$ cat config.mk
export PLATFORM = sky130hd
export DESIGN_NAME = fir_mac_seq
export DESIGN_NICKNAME = d
export VERILOG_FILES = /design/src/rtl/fir_mac_seq.sv
export SDC_FILE = /design/constraint.sdc
export NUM_CORES = 1
export LEC_CHECK = 0
export BUFFER_PORTS_ARGS = -buffer_cell sky130_fd_sc_hd__buf_4
export CORE_MARGIN = 1.5
export CORE_UTILIZATION = 30
export CTS_CLUSTER_SIZE = 20
export DETAILED_ROUTE_END_ITERATION = 8
export GPL_TIMING_DRIVEN = 1
export PLACE_DENSITY = 0.45
export SLEW_MARGIN = 10
export SYNTH_ARGS = -nofsm -noshare
export SYNTH_HDL_FRONTEND = slang
export SYNTH_SLANG_ARGS = --single-unit
export TNS_END_PERCENT = 5
$ cat constraint.sdc
create_clock -name CLK -period 22.3 [get_ports CLK]
set_input_delay 2.23 -clock CLK [delete_from_list [all_inputs] [get_ports CLK]]
set_output_delay 2.23 -clock CLK [all_outputs]
set_load 0.03 [all_outputs]
$ cat src/rtl/fir_mac_seq.sv
// fir_mac_seq: single-MAC multicycle FIR, TAPS taps, signed Q(WI.WF) data,
// coefficients and output. Guard-bit accumulator, saturating output,
// runtime coefficient write port, valid/ready on both streams.
// Optional build macro: FIR_ROUND_EN (round-half-up before the output shift;
// default build truncates toward -inf).
//
// Handshakes: a transfer happens on a rising CLK edge where valid and ready
// are both high; a source keeps valid and data stable until that edge, and
// ready may be observed by the source without combinational dependence on
// valid (in_ready and out_valid are registered outputs).
module fir_mac_seq #(
    parameter int TAPS = 8,
    parameter int WI   = 1,
    parameter int WF   = 15,
    parameter int GB   = 4
) (
    input  logic                        CLK,
    input  logic                        RST,
    input  logic signed [WI+WF-1:0]     in_data,
    input  logic                        in_valid,
    output logic                        in_ready,
    output logic signed [WI+WF-1:0]     out_data,
    output logic                        out_valid,
    input  logic                        out_ready,
    input  logic                        coef_we,
    input  logic [$clog2(TAPS)-1:0]     coef_addr,
    input  logic signed [WI+WF-1:0]     coef_din,
    output logic                        coef_drop,
    output logic                        busy,
    output logic [1:0]                  state_dbg
);
    localparam int W    = WI + WF;
    localparam int AW   = $clog2(TAPS);
    localparam int KW   = $clog2(TAPS + 1);
    localparam int PW   = 2 * W;
    localparam int ACCW = PW + GB;

    localparam logic signed [ACCW-1:0] MAXV = {{(ACCW-W+1){1'b0}}, {(W-1){1'b1}}};
    localparam logic signed [ACCW-1:0] MINV = {{(ACCW-W+1){1'b1}}, {(W-1){1'b0}}};
`ifdef FIR_ROUND_EN
    localparam logic signed [ACCW-1:0] RND_K = ACCW'(1) <<< (WF - 1);
`endif

    typedef enum logic [1:0] {
        S_IDLE = 2'd0,
        S_MAC  = 2'd1,
        S_OUT  = 2'd2
    } state_t;

    state_t                 state;
    logic signed [W-1:0]    dline [TAPS];
    logic signed [W-1:0]    coef  [TAPS];
    logic [AW-1:0]          wptr;
    logic [KW-1:0]          k;
    logic signed [ACCW-1:0] acc;

    logic [AW-1:0]          rd_idx;
    logic [AW-1:0]          h_idx;
    logic signed [PW-1:0]   prod;
    logic signed [ACCW-1:0] prod_ext;
    logic signed [ACCW-1:0] acc_adj;
    logic signed [ACCW-1:0] acc_shr;
    logic signed [W-1:0]    sat_val;
    logic                   coef_addr_ok;

    assign state_dbg = state;

    // Tap addressing and product: x[n-k] lives at (wptr-k) mod TAPS.
    // On the final normalise cycle (k == TAPS) the product is unused.
    always_comb begin
        rd_idx   = AW'((int'(wptr) + TAPS - int'(k)) % TAPS);
        h_idx    = AW'(int'(k) % TAPS);
        prod     = coef[h_idx] * dline[rd_idx];
        prod_ext = {{GB{prod[PW-1]}}, prod};
    end

    // Output scaling: optional rounding, arithmetic shift by WF, saturate.
    always_comb begin
`ifdef FIR_ROUND_EN
        acc_adj = acc + RND_K;
`else
        acc_adj = acc;
`endif
        acc_shr = acc_adj >>> WF;
        if (acc_shr > MAXV)
            sat_val = {1'b0, {(W-1){1'b1}}};
        else if (acc_shr < MINV)
            sat_val = {1'b1, {(W-1){1'b0}}};
        else
            sat_val = acc_shr[W-1:0];
    end

    assign coef_addr_ok = ({1'b0, coef_addr} < (AW+1)'(TAPS));

    // Control FSM, delay line, coefficient store and accumulator.
    always_ff @(posedge CLK or posedge RST) begin
        if (RST) begin
            state     <= S_IDLE;
            in_ready  <= 1'b1;
            out_valid <= 1'b0;
            out_data  <= '0;
            coef_drop <= 1'b0;
            busy      <= 1'b0;
            wptr      <= '0;
            k         <= '0;
            acc       <= '0;
            for (int i = 0; i < TAPS; i++) begin
                dline[i] <= '0;
                coef[i]  <= '0;
            end
        end else begin
            // A write is only honoured in IDLE with no sample accepted alongside it.
            coef_drop <= coef_we && !((state == S_IDLE) && !in_valid);
            case (state)
                S_IDLE: begin
                    if (in_valid) begin
                        dline[wptr] <= in_data;
                        acc         <= '0;
                        k           <= '0;
                        in_ready    <= 1'b0;
                        busy        <= 1'b1;
                        state       <= S_MAC;
                    end else if (coef_we && coef_addr_ok) begin
                        coef[coef_addr] <= coef_din;
                    end
                end
                S_MAC: begin
                    if (k == KW'(TAPS)) begin
                        out_data  <= sat_val;
                        out_valid <= 1'b1;
                        wptr      <= (wptr == AW'(TAPS - 1)) ? '0 : wptr + 1'b1;
                        state     <= S_OUT;
                    end else begin
                        acc <= acc + prod_ext;
                        k   <= k + 1'b1;
                    end
                end
                S_OUT: begin
                    if (out_ready) begin
                        out_valid <= 1'b0;
                        in_ready  <= 1'b1;
                        busy      <= 1'b0;
                        state     <= S_IDLE;
                    end
                end
                default: begin
                    state     <= S_IDLE;
                    in_ready  <= 1'b1;
                    out_valid <= 1'b0;
                    busy      <= 1'b0;
                end
            endcase
        end
    end

endmodule

==> impl_metrics.json <==
{
  "setup_viol": 0,
  "cp.required_ns": 22.76,
  "outcome": "completed",
  "layout_commonest_cell": "inv_1",
  "synth_top_area_cell": "dfrtp_1",
  "crit_path_frequent_cell": "fa_1",
  "grt_pass1_vias": 18320,
  "hold_start": "out_data[4]",
  "grt_overflow_total": 0,
  "hpwl_um": 50990,
  "seq_area_frac_synth": 0.3117,
  "ios": 62,
  "postCtsHoldBufs": 0,
  "tightest_slew_ns": 1.224,
  "synth-main-ff-cell": "dfrtp_1",
  "slew_viol_final": 0,
  "insertedDiodeCount": 0,
  "postCtsSetupBuffers": 0,
  "worst-r2r-cell-count": 26,
  "ys_warn_count": 0,
  "drive_gt1_frac": 0.2272,
  "path_max_fanout": 36,
  "ctsResizeCount": 0,
  "antenna_left": 0,
  "grt_use_total": 0.1665,
  "drtIter0Drc": 862,
  "routed_wl_um": 70040,
  "r2r-start": "k[1]",
  "numCtsBuffers": 39,
  "hold_path.class": "register to register",
  "dieHeight_um": 296.1,
  "synth_edf_count": 0,
  "fin_skew_ns": 0.03243,
  "clk_path_buf_depth": 3,
  "end_kind": "register",
  "maxCapViolations": 0,
  "viasPerCell": 4.709,
  "die_w_um": 296.1,
  "async_reset_ff_frac": 1.000,
  "first_pass_iters": 5,
  "antenna_found_initial": 0,
  "wl_per_cell_um": 20.09,
  "cp.arrival_ns": 9.91,
  "gp_congestion": 0.8406,
  "drc": 0,
  "fin_crit_sh": 0.4236,
  "cpMaxStageDelayCell": "xor3_2",
  "dr_total_vias": 16420,
  "slew-limit-headroom": 0.1606,
  "netlist.area_leader.share": 0.3106,
  "hold_viol": 0,
  "crit_type": "register to register",
  "nNetsFinal": 2782,
  "cts_root_buffer": "clkbuf_16",
  "clkLatencyLatePin_ns": 0.58,
  "synth.distinct_cells": 68,
  "max_stage_delay_ns": 0.98,
  "grt_max_degree": 166,
  "crit_path_start": "k[1]",
  "min_period_ns": 9.447,
  "area_growth_pct": 12.30,
  "hold_end": "out_data[4]",
  "cts.htree.levels": 2,
  "cts_tree": "done",
  "avgSynthCellArea_um2": 11.46,
  "finalSetupTns_ns": 0,
  "dieArea_mm2": 0.08770,
  "syn-cell-area_mm2": 0.02578,
  "worst-path-buf-inv": 6,
  "fmax_mhz": 105.9,
  "cp_top_family": "adder cells",
  "whs_path_depth": 2,
  "portBuffers": 61,
  "timing.rr.end": "acc[33]",
  "startpoint_type": "register",
  "core_mm2": 0.08515,
  "ys_ff_latch": 321,
  "cts_sinks": 321,
  "final_cell_mix": "inv_1, dfrtp_1, fa_1, mux2_2, nand2_1",
  "grt_pass1_wl_um": 111900,
  "rows": 107,
  "synthTopCellsByArea": "dfrtp_1, fa_1, mux2_2",
  "r2r_setup_slack_ns": 12.85,
  "rsz0062_at_grt": "no",
  "clkTransAtPathRegs_ns": 0.06,
  "start_util": 0.3028,
  "synthCells": 2250,
  "syn-num-nets": 2717
}
==> final cells by class <==
class	count	area (um2)
Clock buffer	58	1139
Timing Repair Buffer	101	770.7
Fill cell	8568	56200
Clock inverter	10	127.6
Inverter	403	1520
Multi-Input combinational cell	1449	15920
Sequential cell	321	8036
Tap cell	1144	1431
==> cells in the mapped netlist, types with 8 or more instances <==
cell type and count:
a21o_1 9, a21oi_1 47, and2_1 8, buf_2 29, clkbuf_1 42, dfrtp_1 320
fa_1 315, ha_1 112, inv_1 401, mux2_2 278, mux2i_1 27, mux4_2 62
nand2_1 182, nand2b_1 13, nand3_1 38, nor2_1 161, nor3_1 8, o21a_1 8
o21ai_0 55, o21bai_1 8, xnor2_1 22, xor2_1 13
==> worst min-delay path: stages, from the launching register on <==
cell     delay, ns
dfrtp_1       0.34
nand2_1       0.04
o21ai_0       0.06
==> cell families (layout without fill, tap and decap cells) <==
group                      after synthesis  after routing  synth area share
xor gates and xnor gates                37             37           0.01349
and+or+nand+nor                        444            444           0.07412
buffers and inverters                  480            572           0.07159
adders and majority gates              427            427            0.2990
muxes                                  369            369            0.1876
DFF                                    321            321            0.3117
AOI/OAI and AO/OA                      172            172           0.04252
==> per-layer routing <==
| layer | global-route usage | share of wire | up-vias |
|---|---|---|---|
| li1 | - | - | 7401 |
| met1 | 0.2304 | 0.47 | 8661 |
| met2 | 0.2784 | 0.47 | 272 |
| met3 | 0.02361 | 0.037 | 82 |
| met4 | 0.03136 | 0.016 | 0 |
| met5 | 0 | 0 | - |
==> metrics by stage <==
stage	setup WS [ns]	cell area [um2]	std cells	utilization	hold WS (ns)
final	12.85	28950	3486	0.3400	0.4803
after global routing	12.26	28950	3486	0.3400	0.5028
after CTS	12.79	28950	3486	0.3400	0.4859
after detailed placement	12.80	27680	3418	0.3251	0.4730
after global placement	12.89	27680	3418	0.3251	0.4796
after floorplan	11.19	25780	2250	-	0.4708
==> flip-flops by register name (all words and copies together), names as in the netlist <==
register	flops
coef	128
dline	128
acc	36
out_data	16
k	4
wptr	3
state_dbg	2
busy	1
coef_drop	1
in_ready	1
out_valid	1
==> worst max-delay path by stage <==
stage	endpoint	depth (start not counted)	slack, ns
finish	acc[33]	26	12.85
global route	acc[33]	26	12.26
CTS	acc[33]	26	12.79
detailed placement	acc[33]	26	12.80
global placement	acc[33]	26	12.89
floorplan	acc[0]	1	11.19
Power is left out: the tool's default activity adds up to more than one toggle a clock period on the data nets, which glitch-free logic cannot reach.
